`src/rtl/sindoku_board_ctrl.sv`:
```
// SINdoku board controller: arbitrates the board RAM port between
// single-cell player edits and a full-board check scan.
module sindoku_board_ctrl #(
    parameter int CELLS = 81,
    parameter int AW    = 7
) (
    input  logic          Clk,
    input  logic          Reset,
    input  logic          Start,
    input  logic          Ack,
    input  logic          EditReq,
    input  logic [3:0]    EditRow,
    input  logic [3:0]    EditCol,
    input  logic [3:0]    EditVal,
    input  logic          CheckReq,
    output logic          EditAck,
    output logic          EditRej,
    output logic [AW-1:0] ram_addr,
    output logic          ram_we,
    output logic [3:0]    ram_wdata,
    input  logic [3:0]    ram_rdata,
    input  logic [3:0]    sol_rdata,
    input  logic          given_rdata,
    output logic [6:0]    ErrCount,
    output logic [6:0]    EmptyCount,
    output logic          Solved,
    output logic          q_I,
    output logic          q_Play,
    output logic          q_Edit,
    output logic          q_Check,
    output logic          q_Done
);

    typedef enum logic [5:0] {
        S_I     = 6'b000001,
        S_PLAY  = 6'b000010,
        S_EDIT  = 6'b000100,
        S_WRITE = 6'b001000,
        S_CHECK = 6'b010000,
        S_DONE  = 6'b100000
    } state_t;

    localparam logic [AW-1:0] LAST = AW'(CELLS - 1);

    state_t        state_q, state_d;
    logic [AW-1:0] addr_q, addr_d;
    logic          we_q, we_d;
    logic [3:0]    wdata_q, wdata_d;
    logic          ack_q, ack_d;
    logic          rej_q, rej_d;
    logic [3:0]    val_q, val_d;
    logic [6:0]    err_q, err_d;
    logic [6:0]    empty_q, empty_d;
    logic          solved_q, solved_d;
    logic          pend_q, pend_d;
    logic          drain_q, drain_d;
    logic          cell_ok;
    logic [AW-1:0] cell_addr;

    assign cell_ok   = (EditRow <= 4'd8) && (EditCol <= 4'd8) && (EditVal <= 4'd9);
    assign cell_addr = AW'(EditRow) * AW'(9) + AW'(EditCol);

    always_comb begin
        state_d  = state_q;
        addr_d   = addr_q;
        we_d     = 1'b0;
        wdata_d  = wdata_q;
        ack_d    = 1'b0;
        rej_d    = 1'b0;
        val_d    = val_q;
        err_d    = err_q;
        empty_d  = empty_q;
        solved_d = solved_q;
        pend_d   = 1'b0;
        drain_d  = 1'b0;
        case (state_q)
            S_I: begin
                if (Start) state_d = S_PLAY;
            end
            S_PLAY: begin
                if (CheckReq) begin
                    state_d  = S_CHECK;
                    addr_d   = '0;
                    err_d    = '0;
                    empty_d  = '0;
                    solved_d = 1'b0;
                // A request still high during its own ack cycle is the old one
                end else if (EditReq && !ack_q) begin
                    if (!cell_ok) begin
                        ack_d = 1'b1;
                        rej_d = 1'b1;
                    end else begin
                        addr_d  = cell_addr;
                        val_d   = EditVal;
                        state_d = S_EDIT;
                    end
                end
            end
            S_EDIT: begin
                state_d = S_WRITE;
            end
            S_WRITE: begin
                ack_d   = 1'b1;
                rej_d   = given_rdata;
                we_d    = !given_rdata;
                if (!given_rdata) wdata_d = val_q;
                state_d = S_PLAY;
            end
            S_CHECK: begin
                if (pend_q) begin
                    if (ram_rdata == 4'd0)
                        empty_d = empty_q + 7'd1;
                    else if (ram_rdata != sol_rdata)
                        err_d = err_q + 7'd1;
                end
                if (drain_q) begin
                    solved_d = (err_d == 7'd0) && (empty_d == 7'd0);
                    state_d  = solved_d ? S_DONE : S_PLAY;
                end else begin
                    pend_d = 1'b1;
                    if (addr_q == LAST) drain_d = 1'b1;
                    else addr_d = addr_q + AW'(1);
                end
            end
            S_DONE: begin
                if (Ack) state_d = S_I;
            end
            default: state_d = S_I;
        endcase
    end

    always_ff @(posedge Clk or posedge Reset) begin
        if (Reset) begin
            state_q  <= S_I;
            addr_q   <= '0;
            we_q     <= 1'b0;
            wdata_q  <= '0;
            ack_q    <= 1'b0;
            rej_q    <= 1'b0;
            val_q    <= '0;
            err_q    <= '0;
            empty_q  <= '0;
            solved_q <= 1'b0;
            pend_q   <= 1'b0;
            drain_q  <= 1'b0;
        end else begin
            state_q  <= state_d;
            addr_q   <= addr_d;
            we_q     <= we_d;
            wdata_q  <= wdata_d;
            ack_q    <= ack_d;
            rej_q    <= rej_d;
            val_q    <= val_d;
            err_q    <= err_d;
            empty_q  <= empty_d;
            solved_q <= solved_d;
            pend_q   <= pend_d;
            drain_q  <= drain_d;
        end
    end

    assign ram_addr   = addr_q;
    assign ram_we     = we_q;
    assign ram_wdata  = wdata_q;
    assign EditAck    = ack_q;
    assign EditRej    = rej_q;
    assign ErrCount   = err_q;
    assign EmptyCount = empty_q;
    assign Solved     = solved_q;
    assign q_I        = (state_q == S_I);
    assign q_Play     = (state_q == S_PLAY);
    assign q_Edit     = (state_q == S_EDIT) || (state_q == S_WRITE);
    assign q_Check    = (state_q == S_CHECK);
    assign q_Done     = (state_q == S_DONE);

endmodule

```
`config.mk`:
```
export PLATFORM = sky130hd
export DESIGN_NAME = sindoku_board_ctrl
export DESIGN_NICKNAME = d
export VERILOG_FILES = /design/src/rtl/sindoku_board_ctrl.sv
export SDC_FILE = /design/constraint.sdc
export NUM_CORES = 1
export LEC_CHECK = 0
export CAP_MARGIN = 30
export CORE_MARGIN = 4
export CORE_UTILIZATION = 43
export DETAILED_ROUTE_END_ITERATION = 10
export PLACE_DENSITY = 0.7
export SLEW_MARGIN = 20
export SYNTH_ARGS = -nofsm -noshare
export SYNTH_HDL_FRONTEND = slang
export SYNTH_SLANG_ARGS = --single-unit
```
`constraint.sdc`:
```
create_clock -name Clk -period 5.21 [get_ports Clk]
set_input_delay 1.042 -clock Clk [delete_from_list [all_inputs] [get_ports Clk]]
set_output_delay 1.042 -clock Clk [all_outputs]
set_load 0.01 [all_outputs]
```
# After elaboration in Yosys (flattened, before gate mapping)
# Index checks and enable logic that the tools add are counted.
# Widths: inputs -> output; s select.
[totals]
wordCells = 93
out_inout_bits = 34
reg_bits = 41
[classes]
bitwise = 2
n_reduce_logical = 17
magnitude_cmp = 3
n_mul = 1
add_sub_neg = 4
eq_ne = 16
mux = 38
[ops]
columns = ["cell", "n"]
rows = [
  ["$mux 7", 13],
  ["$mux 6", 7],
  ["$pmux 7 s2", 3],
  ["$pmux 6 s6", 1],
  ["$add 7x1->7 const B", 3],
  ["$logic_not 7->1", 2],
  ["$le 4x4->1 const B", 3],
  ["$mux 1", 11],
  ["$ne 2x2->1 const B", 5],
  ["$reduce_and 5->1", 2],
  ["$add 7x4->7", 1],
  ["$eq 7x7->1 const B", 1],
  ["$mul 4x4->7 const B", 1],
  ["$eq 6x1->1 const B", 1],
  ["$eq 6x2->1 const B", 1],
  ["$eq 6x3->1 const B", 1],
  ["$eq 6x4->1 const B", 1],
  ["$eq 6x5->1 const B", 1],
  ["$eq 6x6->1 const B", 1],
  ["$ne 3x2->1 const B", 2],
  ["$pmux 1 s2", 3],
  ["$logic_and 1x1->1", 4],
  ["$logic_not 4->1", 1],
  ["$ne 4x4->1", 1],
  ["other kinds (8)", 11],
]

# Logic depth before layout (Yosys ltp)
# Gate-level depths: netlist of the first run.
[logic_depth]
depth_word = 10
mapped_depth = 9
mapped_depth_nobuf = 9

# Least setup slack after synthesis of the first run
# OpenSTA, ideal clock, no wires.
[synth_timing]
path_kind = "input to register"
start = "input EditRow[0]"
end = "register addr_q[6] (netlist: ram_addr[6])"
slack_ns = 2.315
setup_ns = 0.088
stages = 8
required_time_ns = 5.122
path_buffers = 0
t_arrival_ns = 2.807
cell_sequence = "ha_1 -> ha_1 -> ha_1 -> a21oi_1 -> o21bai_1 -> a2111oi_0 -> nor2_1 -> a41oi_1"
[synth_via]
elab_chain_cells = 6
elab_cells_between_ends = 11
[synth_rtl]
columns = ["element", "line_no", "source"]
rows = [
  ["from (decl)", "12", "input logic [3:0] EditRow,"],
  ["$mul 4x4->7", "61", "assign cell_addr = AW'(EditRow) * AW'(9) + AW'(EditCol);"],
  ["$add 7x4->7", "61", ""],
  ["$mux 7", "89", "if (!cell_ok) begin"],
  ["$mux 7", "88", "end else if (EditReq && !ack_q) begin"],
  ["$mux 7", "81", "if (CheckReq) begin"],
  ["$pmux 7 s2", "76", "case (state_q)"],
  ["to (signal assigned)", "148", "addr_q <= addr_d;"],
  ["to (decl)", "46", "logic [AW-1:0] addr_q, addr_d;"],
]
# Parallel ways exist; a longest one is shown, timed or not. The select of a mux whose other input is x is not followed.
# A chain may end at the register's enable or synchronous reset.

# Worst setup path after layout of the first run
[layout_timing]
start = "register state_q[1]"
end = "output q_Check"
[layout_via]
elab_chain_cells = 1
[layout_rtl]
columns = ["element", "line_no", "source"]
rows = [
  ["from (decl)", "45", "state_t state_q, state_d;"],
  ["from (signal assigned)", "147", "state_q <= state_d;"],
  ["$eq 6x5->1", "173", "assign q_Check = (state_q == S_CHECK);"],
  ["to (decl)", "30", "output logic q_Check,"],
]
# Every way passes these cells.

==> results of run 1 <==
==> registers in the layout, indices dropped and copies added, names as in the netlist <==
name,flops
ram_wdata,4
ram_addr,7
drain_q,1
ram_we,1
EditRej,1
val_q,4
EditAck,1
Solved,1
pend_q,1
state_q,6
ErrCount,7
EmptyCount,7
==> cells by family (layout without fill, tap and decap cells) <==
family          Yosys count  count (layout)  synth area share [%]
simple gates            104             104                  22.4
xor+xnor                 12              12                  3.87
compound gates           78              78                  19.3
buf+inv                  26              83                  3.96
flops                    41              41                  37.8
mux                      12              12                  5.02
fa+ha+maj                16              16                  7.65
==> cells in the final DEF, fill, tap and decap left out, types with 2 or more instances in the layout <==
master	n
nand3b_1	4
and2_1	3
o41ai_1	2
nor2b_1	3
o21ai_1	8
nor3b_1	3
o21ai_0	21
o22ai_1	4
a22o_1	3
xnor2_1	10
or4_4	2
a32o_1	2
nor4_4	2
inv_1	11
clkbuf_8	7
nor2_1	14
nor3_1	7
mux2_2	9
nand3_1	12
a211oi_1	2
mux2i_1	2
o31ai_1	5
nand4_1	10
o21bai_1	4
clkdlybuf4s50_1	60
nand2_1	22
buf_4	2
ha_1	15
nand2b_1	2
dfrtp_1	40
inv_2	2
a21oi_1	12
nor4_1	3
a31oi_1	3
a21o_1	3
xor2_1	2
and3_1	6
==> layout make-up <==
cell class	instances	area, um^2
Inverter	13	48.8
Tap cell	75	93.8
Clock inverter	1	5.00
Sequential cell	41	1030
Multi-Input combinational cell	222	1580
Fill cell	549	2560
Clock buffer	7	96.3
Timing Repair Buffer	62	616
==> through the flow <==
stage	power (W)	hold WS (ns)	util, %	setup WS, ns	cell area [um^2]
CTS	0.00114	0.514	57.4	1.16	3460
floorplan	0.000732	0.473	-	2.31	2720
global route	0.00122	0.528	57.5	1.04	3470
finish	0.00113	0.508	57.5	1.18	3470
detailed placement	0.000903	0.494	55.7	1.48	3360
global placement	0.000895	0.486	55.7	1.54	3360
==> power groups by stage <==
stage | Clock [W] | Combinational (W) | Sequential (W)
global route | 0.000258 | 0.000509 | 0.000451
CTS | 0.000245 | 0.000457 | 0.000441
floorplan | 0 | 0.000296 | 0.000436
detailed placement | 0 | 0.000457 | 0.000446
finish | 0.000237 | 0.000455 | 0.000441
global placement | 0 | 0.000449 | 0.000446
==> worst min path at each step <==
stage | cells past startpoint | slack (ns) | endpoint | from
6_report | 1 | 0.51 | ram_wdata[0]$_DFFE_PP0P_ | val_q[0]$_DFFE_PP0P_
5_1_grt | 1 | 0.53 | val_q[1]$_DFFE_PP0P_ | val_q[1]$_DFFE_PP0P_
4_1_cts | 1 | 0.51 | ram_wdata[0]$_DFFE_PP0P_ | val_q[0]$_DFFE_PP0P_
3_5_place_dp | 1 | 0.49 | ram_wdata[0]$_DFFE_PP0P_ | ram_wdata[0]$_DFFE_PP0P_
3_3_place_gp | 1 | 0.49 | val_q[3]$_DFFE_PP0P_ | val_q[3]$_DFFE_PP0P_
2_1_floorplan | 1 | 0.47 | drain_q$_DFF_PP0_ | drain_q$_DFF_PP0_
==> cells in the mapped netlist, drive strengths merged, types with 3 or more instances <==
cell type  instances
a21o               3
a21oi             13
a22o               3
a31oi              3
and2               4
and3               6
buf                6
clkbuf             7
dfrtp             40
ha                15
inv               13
mux2              10
nand2             22
nand3             12
nand3b             4
nand4             10
nor2              14
nor2b              3
nor3               8
nor3b              3
nor4               5
o21ai             29
o21bai             4
o22ai              4
o31ai              5
o41ai              3
or4                3
xnor2             10
==> metal layers <==
metal  track usage, %  wire length, um
met4             5.44               70
met2             28.5             2820
met3             6.62              577
met5                0                0
met1             21.0             2810
==> worst max-delay path, cell delays in order, from the launching register on <==
cell             delay, ns
dfrtp_1               0.45
or4_4                 0.57
or2_1                 0.55
inv_2                 0.48
clkdlybuf4s50_1       0.63
==> metrics.md, run 1 <==
| Metric | Value |
|---|---|
| Status | `finished clean` |
| Crit Path Max Fanout | `25` |
| Power Internal | `0.000728 W` |
| First-pass GRT wire length | `roughly 11,000 um` |
| Leak | `~1.5 nW` |
| Initial Util | `a little under half` |
| Max frequency | `between 200 and 250 MHz` |
| TritonCTS Buffers | `5` |
| Share of the synthesized area in the top cell type | `36.9%` |
| Half-perimeter wire length after placement | `roughly 4600 um` |
| Synth-to-layout area growth | `27.7%` |
| Vias per inst | `about 5.7` |
| FF-to-FF Start | `state_q[0]$_DFFE_PP1P_` |
| Detailed-route DRC error count | `0` |
| Mapped Area | `about 0.0027 mm^2` |
| Fin cells | `~420` |
| Clk pin slew, worst setup/hold paths | `0.07 ns` |
| CP startpoint kind | `flip-flop` |
| Worst reg2reg setup slack | `2.17 ns` |
| Hold violation total from the final report | `0` |
| Critical path class | `reg -> out` |
| Hold crit path type | `reg -> reg` |
| Largest net degree at the start of global routing | `42` |
| Critical Path AT | `2.98 ns` |
| Placed Cells | `412` |
| DR WL/cell | `14.9 um` |
| Post-DRT Antenna Nets | `0` |
| Pins Over Slew Limit | `0` |
| PostCTS Resize Cnt | `0` |
| Net count after synthesis | `332` |
| Final clock skew | `between 0.009 and 0.01 ns` |
| Worst-case reg-to-reg path depth | `8` |
| CP Capture Type | `output pin` |
| Slew headroom | `roughly 45%` |
| Initial antenna violation count | `0` |
| Worst IR Drop VDD | `around 0.00018 V` |
| Clock sink count | `41` |
| Drt initial violations | `97` |
| GRT Total Usage | `17.4%` |
| Buffers on Ports | `60` |
| Routability Congestion | `0.865` |
| Die W | `~87 um` |
| Unrepaired setup endpoints after global routing | `no` |
| Register share of total power | `roughly 40%` |
| Worst slew pin tran | `just over 0.8 ns` |
| Asr flop ratio synth | `100%` |
| Clk root buf | `clkbuf_8` |
| Synth top area cells | `dfrtp_1 (37%), ha_1 (6.9%), o21ai_0 (3.9%)` |
| Share of cells above drive strength 1 | `between 10% and 20%` |
| Num rows | `28` |
| Drt pass-1 iters | `4` |
| Synth Register Bits | `41` |
| # setup viols final | `0` |
| Clock power frac | `between 20% and 30%` |
| Ys flop type | `dfrtp_1` |
| Clk_lat worst skew | `~0.30 ns` |
| Die Y | `slightly below 90 um` |
| Crit path from | `state_q[1]$_DFFE_PP0P_` |
| Full die area | `roughly 0.0076 mm^2` |
| Final nets | `between 300 and 400` |
| H-tree Lvls | `2` |
| Seq/Total Area, Yosys | `37.8%` |
| Combinational fraction of design power | `roughly two fifths` |
| P_sw | `approximately 0.00040 W` |
| Yosys top cell by area | `dfrtp_1` |
| Final period util | `between 70% and 80%` |
| Aggregate routed wire length | `~6300 um` |
| Setup Fix Bufs, Post-CTS | `0` |
| Power Dens Cells | `around 330 mW/mm^2` |
| DR vias | `between 2k and 2.5k` |
| Fin crit period | `between 4 and 5 ns` |
| Maximum clock path buffer count | `2` |
| Post-synth cell types | `60` |
| Vias in the first global route | `2,316` |
| Worst EP required | `roughly 4.2 ns` |
| Cell count after synthesis | `about 290` |
| Total gr overflow | `0` |
| EDFF count, synth | `0` |
| Max Cap Viol | `0` |
| Reg2reg end | `EmptyCount[0]$_DFFE_PP0P_` |
| Yosys warns | `0` |
| CTS tree | `built` |
| Crit path capture | `q_Check` |
| Setup Total Neg Slack | `0 ns` |
| Top Ports | `61` |
| Mean Syn Cell Area | `~9.4 um^2` |
| # diodes | `0` |
| Cts-stage hold buffer count | `0` |
| Core Region | `~0.006 mm^2` |
| Sw Ratio | `between 30% and 40%` |
Power figures use the tool's default switching activity.
==> run 2: changes to the inputs <==
clock period = 4 ns   (was 5.21 ns; I/O delays follow)
==> run 2 against run 1 <==
Hold slack improved by 0.0040 ns. Routed wire length rose by 3.6%. Die area did not move. Combinational power rose by 31%. Clock skew barely moved. Final cell count rose by 0.48%. Sequential power rose by 31%. Via count barely moved. First-iteration DRC count fell by 48%. Flip-flop and latch count did not move. Critical path type unchanged. Critical endpoint unchanged.
==> metrics.md, run 2 (synthesis gave the netlist of run 1 again) <==
| Metric | Value |
|---|---|
| Slew headroom | `59.4% (+15 points)` |
| Total gr overflow | `0 (unchanged)` |
| PostCTS Resize Cnt | `0 (unchanged)` |
| Commonest non-fill, non-tap cell in the layout | `clkdlybuf4s50_1` |
| Hold violation total from the final report | `0 (unchanged)` |
| Clk root buf | `clkbuf_8` |
| Fin crit period | `approximately 3.0 ns` |
| Share of cells above drive strength 1 | `10.9% (+0.51 points)` |
| Largest net degree at the start of global routing | `42 (unchanged)` |
| Die W | `87.5 um (unchanged)` |
| Die Y | `87.5 um (unchanged)` |
| Post-DRT Antenna Nets | `0 (unchanged)` |
| Top Ports | `61 (unchanged)` |
| First-pass GRT wire length | `10,900 um (+4.1%)` |
| Worst IR Drop VDD | `0.000238 V (+30%)` |
| Hold crit path type | `reg -> reg` |
| Clk pin slew, worst setup/hold paths | `0.09 ns (+0.02 ns)` |
| Pins Over Slew Limit | `0 (unchanged)` |
| Clk_lat worst skew | `0.30 ns (about the same)` |
| Final Cell Area | `0.00352 mm^2 (+1.5%)` |
| Drt pass-1 iters | `4 (unchanged)` |
| Most frequent cells in the layout | `clkdlybuf4s50_1 (60), dfrtp_1 (40), nand2_1 (22), o21ai_0 (21), ha_1 (15)` |
| Post-layout util | `58.4% (+0.85 points)` |
| Half-perimeter wire length after placement | `4800 um (+3.5%)` |
| Buffers on Ports | `60 (unchanged)` |
| # setup viols final | `0 (unchanged)` |
| Critical path class | `reg -> out` |
| Critical Path AT | `2.25 ns (-0.73 ns)` |
| Vias per inst | `5.68 (-0.56%)` |
| CP startpoint kind | `flip-flop` |
| Initial Util | `45.1% (unchanged)` |
| Leak | `1.52 nW (+1.6%)` |
| Final clock skew | `0.00930 ns (+0.000110 ns)` |
| Unrepaired setup endpoints after global routing | `no` |
| CP Capture Type | `output pin` |
| Detailed-route DRC error count | `0 (unchanged)` |
| Crit path cell chain | `or4_4 -> or2_1 -> inv_2 -> clkdlybuf4s50_1` |
| Cts-stage hold buffer count | `0 (unchanged)` |
| Highest metal used | `met4` |
| Final nets | `390 (+0.52%)` |
| Critical path's slowest cell | `or4_4` |
| Metal-1 WL | `2980 um (+5.8%)` |
| Maximum clock path buffer count | `2 (unchanged)` |
| Drt initial violations | `50 (-48%)` |
| Hold slack | `0.512 ns (+0.00404 ns)` |
| CTS tree | `built` |
| # diodes | `0 (unchanged)` |
| Status | `finished clean` |
| GRT Total Usage | `17.7% (+0.36 points)` |
| TritonCTS Buffers | `5 (unchanged)` |
| DR WL/cell | `15.4 um (+3.1%)` |
| Max frequency | `about 330 MHz` |
| Worst EP required | `3.20 ns (-0.97 ns)` |
| Num rows | `28 (unchanged)` |
| DR vias | `2,401 (-0.083%)` |
| Clock sink count | `41 (unchanged)` |
| Synth-to-layout area growth | `29.6%` |
| Core Region | `0.00603 mm^2 (unchanged)` |
| Routability Congestion | `0.792 (-8.4%)` |
| Vias in the first global route | `2,439 (+5.3%)` |
| Placed Area | `0.00338 mm^2 (+0.67%)` |
| Setup Total Neg Slack | `0 ns (unchanged)` |
| Final period util | `76.1%` |
| Max Cap Viol | `0 (unchanged)` |
| Crit Path Max Fanout | `7 (-72%)` |
| Worst slew pin tran | `0.608 ns (-0.218 ns)` |
| H-tree Lvls | `2 (unchanged)` |
| Setup Fix Bufs, Post-CTS | `0 (unchanged)` |
| Aggregate routed wire length | `6500 um (+3.6%)` |
| Met3 WL | `441 um (-24%)` |
| Largest stage delay, worst path | `0.59 ns (-0.04 ns)` |
| Full die area | `0.00765 mm^2 (unchanged)` |
| Initial antenna violation count | `0 (unchanged)` |
| DR WL met2 | `3020 um (+7.1%)` |
| Layout filler cell count | `568 (+3.5%)` |
| Power Dens Cells | `451 mW/mm^2 (+38%)` |
run 2: per-layer routing:
layer	vias up	GRT usage, %
met5	-	0
met4	0	4.60
met3	6	4.54
met2	58	29.5
met1	1148	22.8
li1	1189	-
run 2: path summary, 6_finish.rpt:
path                                        start                      end  slack [ns]  depth (start not counted)
setup / recovery           state_q[1]$_DFFE_PP0P_                  q_Check        0.95                          4
hold / removal               val_q[0]$_DFFE_PP0P_     val_q[0]$_DFFE_PP0P_        0.51                          1
setup reg to reg           state_q[1]$_DFFE_PP0P_  ram_addr[2]$_DFFE_PP0P_        1.47                          6
hold reg to reg              val_q[0]$_DFFE_PP0P_     val_q[0]$_DFFE_PP0P_        0.51                          1
max in group asynchronous                   Reset   state_q[0]$_DFFE_PP1P_        2.71                          3
min in group asynchronous                   Reset  ram_addr[1]$_DFFE_PP0P_        0.92                          3
run 2: layout make-up:
cell class / instances / area, um^2 / area share, %
flip-flops and latches: 41 / 1030 / 29.2
repair buffers: 64 / 631 / 17.9
inverters: 13 / 48.8 / 1.39
multi-input cells: 222 / 1580 / 44.9
well taps: 75 / 93.8 / 2.67
clock inverters: 3 / 68.8 / 1.96
clock buffers: 5 / 68.8 / 1.96
run 2: through the flow:
stage | std cells | total power (W) | setup slack [ns]
finish | 423 | 0.00159 | 0.955
global route | 423 | 0.00169 | 0.698
floorplan | 289 | 0.000953 | 1.35
CTS | 423 | 0.00160 | 0.945
global placement | 415 | 0.00117 | 0.759
detailed placement | 415 | 0.00118 | 0.737
run 2: worst max-delay path, delay by kind of cell, from the launching register on:
| kind | cells | cell delay, ns |
|---|---|---|
| simple gates | 2 | 0.87 |
| buf+inv | 2 | 0.61 |
| flops | 1 | 0.47 |
run 2: power breakdown:
group | internal, W | total (W) | switching (W)
clock | 0.000251 | 0.000413 | 0.000161
sequential | 0.000490 | 0.000577 | 0.0000875
combinational | 0.000307 | 0.000597 | 0.000290
total | 0.00105 | 0.00159 | 0.000539
==> run 3: changes to the inputs <==
clock period = 3.03 ns   (was 4 ns; I/O delays follow)
==> run 3 against run 2 <==
Critical path depth down 1. Total power is 28% higher. Die area unchanged. Clock power rose by 11%. Design area is 0.46% higher. First-iteration DRC count rose by 98%.
==> metrics.md, run 3 (synthesis gave the netlist of run 1 again) <==
| Metric | Value |
|---|---|
| Hold violation total from the final report | `0 (unchanged)` |
| Die Y | `87.5 um (unchanged)` |
| Power Dens Cells | `573 mW/mm^2 (+27%)` |
| Clk pin slew, worst setup/hold paths | `0.08 ns (about the same)` |
| Clk_lat worst skew | `0.29 ns (about the same)` |
| Unrepaired setup endpoints after global routing | `no` |
| First-pass GRT wire length | `11,200 um (+2.8%)` |
| Routability Congestion | `0.783 (-1.2%)` |
| Max Cap Viol | `0 (unchanged)` |
| Slew headroom | `58.7% (-0.78 points)` |
| Core Region | `0.00603 mm^2 (unchanged)` |
| H-tree Lvls | `2 (unchanged)` |
| TritonCTS Buffers | `5 (unchanged)` |
| Post-DRT Antenna Nets | `0 (unchanged)` |
| Synth-to-layout area growth | `30.2%` |
| Drt initial violations | `99 (+98%)` |
| Layout filler cell count | `565 (-0.53%)` |
| Top Ports | `61 (unchanged)` |
| DR vias | `2,471 (+2.9%)` |
| Buffers on Ports | `60 (unchanged)` |
| Initial antenna violation count | `0 (unchanged)` |
| Status | `finished clean` |
| Worst EP required | `2.42 ns (-0.78 ns)` |
| Largest net degree at the start of global routing | `42 (unchanged)` |
| Share of cells above drive strength 1 | `11.9% (+0.98 points)` |
| Clk root buf | `clkbuf_8` |
| Multi-input gate area | `0.00158 mm^2 (unchanged)` |
| Pins Over Slew Limit | `0 (unchanged)` |
| Half-perimeter wire length after placement | `4750 um (-1.1%)` |
| FF/Latch Area | `0.00103 mm^2 (unchanged)` |
| Die W | `87.5 um (unchanged)` |
| Aggregate routed wire length | `6570 um (+0.94%)` |
| Placed Area | `0.00342 mm^2 (+1.1%)` |
| Total gr overflow | `0 (unchanged)` |
| CP startpoint kind | `flip-flop` |
| Cts-stage hold buffer count | `0 (unchanged)` |
| Post-layout util | `58.7% (+0.27 points)` |
| Final nets | `395 (+1.3%)` |
| Maximum clock path buffer count | `2 (unchanged)` |
| # diodes | `0 (unchanged)` |
| Vias in the first global route | `2,455 (+0.66%)` |
| Initial Util | `45.1% (unchanged)` |
| CP Capture Type | `output pin` |
| Full die area | `0.00765 mm^2 (unchanged)` |
| Num rows | `28 (unchanged)` |
| CTS tree | `built` |
| Vias per inst | `5.77 (+1.7%)` |
| Detailed-route DRC error count | `0 (unchanged)` |
| Most frequent cells in the layout | `clkdlybuf4s50_1 (60), dfrtp_1 (40), nand2_1 (22), o21ai_0 (21), ha_1 (15)` |
| Setup Total Neg Slack | `0 ns (unchanged)` |
| Clock sink count | `41 (unchanged)` |
| Drt pass-1 iters | `4 (unchanged)` |
| Critical path class | `reg -> out` |
| Crit Path Max Fanout | `7 (unchanged)` |
| Fin crit period | `2.84 ns` |
| DR WL/cell | `15.3 um (-0.24%)` |
| Worst IR Drop VDD | `0.000272 V (+14%)` |
| Worst slew pin tran | `0.620 ns (+0.0117 ns)` |
| Final clock skew | `0.00883 ns (-0.000466 ns)` |
| PostCTS Resize Cnt | `0 (unchanged)` |
| Hold crit path type | `reg -> reg` |
| GRT Total Usage | `18.1% (+0.38 points)` |
| Final period util | `about 94%` |
| Final Cell Area | `0.00353 mm^2 (+0.46%)` |
| Commonest non-fill, non-tap cell in the layout | `clkdlybuf4s50_1` |
| Leak | `1.53 nW (+0.91%)` |
| Setup Fix Bufs, Post-CTS | `0 (unchanged)` |
| Max frequency | `352 MHz` |
| # setup viols final | `0 (unchanged)` |
| Critical Path AT | `2.24 ns (about the same)` |
-- run 3: changes by cell type in the layout (fill, tap and decap cells not counted), sizes merged --
cell,previous run,this run
buf,4,9
bufinv,2,1
clkbuf,5,7
inv,14,13
-- run 3: critical path, cell delays in order, from the launching register on --
cell and delay, ns:
dfrtp_1 0.47, or4_4 0.59, nor3b_1 0.30, clkdlybuf4s50_1 0.60
-- run 3: final timing paths --
check / start / end / slack [ns] / depth (start not counted)
min reg2reg: val_q[3]$_DFFE_PP0P_ / val_q[3]$_DFFE_PP0P_ / 0.51 / 1
max: state_q[1]$_DFFE_PP0P_ / q_I / 0.19 / 3
min: val_q[3]$_DFFE_PP0P_ / val_q[3]$_DFFE_PP0P_ / 0.51 / 1
max in group asynchronous: Reset / state_q[0]$_DFFE_PP1P_ / 1.90 / 3
min in group asynchronous: Reset / ram_addr[1]$_DFFE_PP0P_ / 0.74 / 3
max reg2reg: state_q[1]$_DFFE_PP0P_ / ram_addr[2]$_DFFE_PP0P_ / 0.64 / 6
-- run 3: report_power, final --
group,internal [W],switching (W)
logic,0.000417,0.000390
clock network,0.000269,0.000190
registers,0.000646,0.000113
total,0.00133,0.000692
-- run 3: stage by stage --
stage                     worst slack, ns  total power (W)  hold WS, ns  cells
after floorplan                     0.571          0.00126        0.473    289
after global placement             0.0857          0.00155        0.485    419
after detailed placement          0.00702          0.00158        0.492    420
after CTS                           0.145          0.00204        0.510    428
after global routing               0.0382          0.00217        0.527    428
final                               0.188          0.00202        0.507    428
-- run 3: final cells by class --
| type | instances | area share [%] |
|---|---|---|
| multi-input cells | 222 | 44.7 |
| flip-flops and latches | 41 | 29.1 |
| repair buffers | 69 | 18.9 |
| well taps | 75 | 2.65 |
| clock buffers | 7 | 2.44 |
| inverters | 13 | 1.38 |
| clock inverters | 1 | 0.850 |
-- run 3: routing by layer --
| metal | GRT usage [%] | routed length, um | up-vias |
|---|---|---|---|
| met5 | 0 | 0 | - |
| met4 | 3.21 | 46 | 0 |
| met3 | 5.39 | 517 | 7 |
| met2 | 30.4 | 3030 | 88 |
| met1 | 23.2 | 2970 | 1179 |
| li1 | - | - | 1197 |
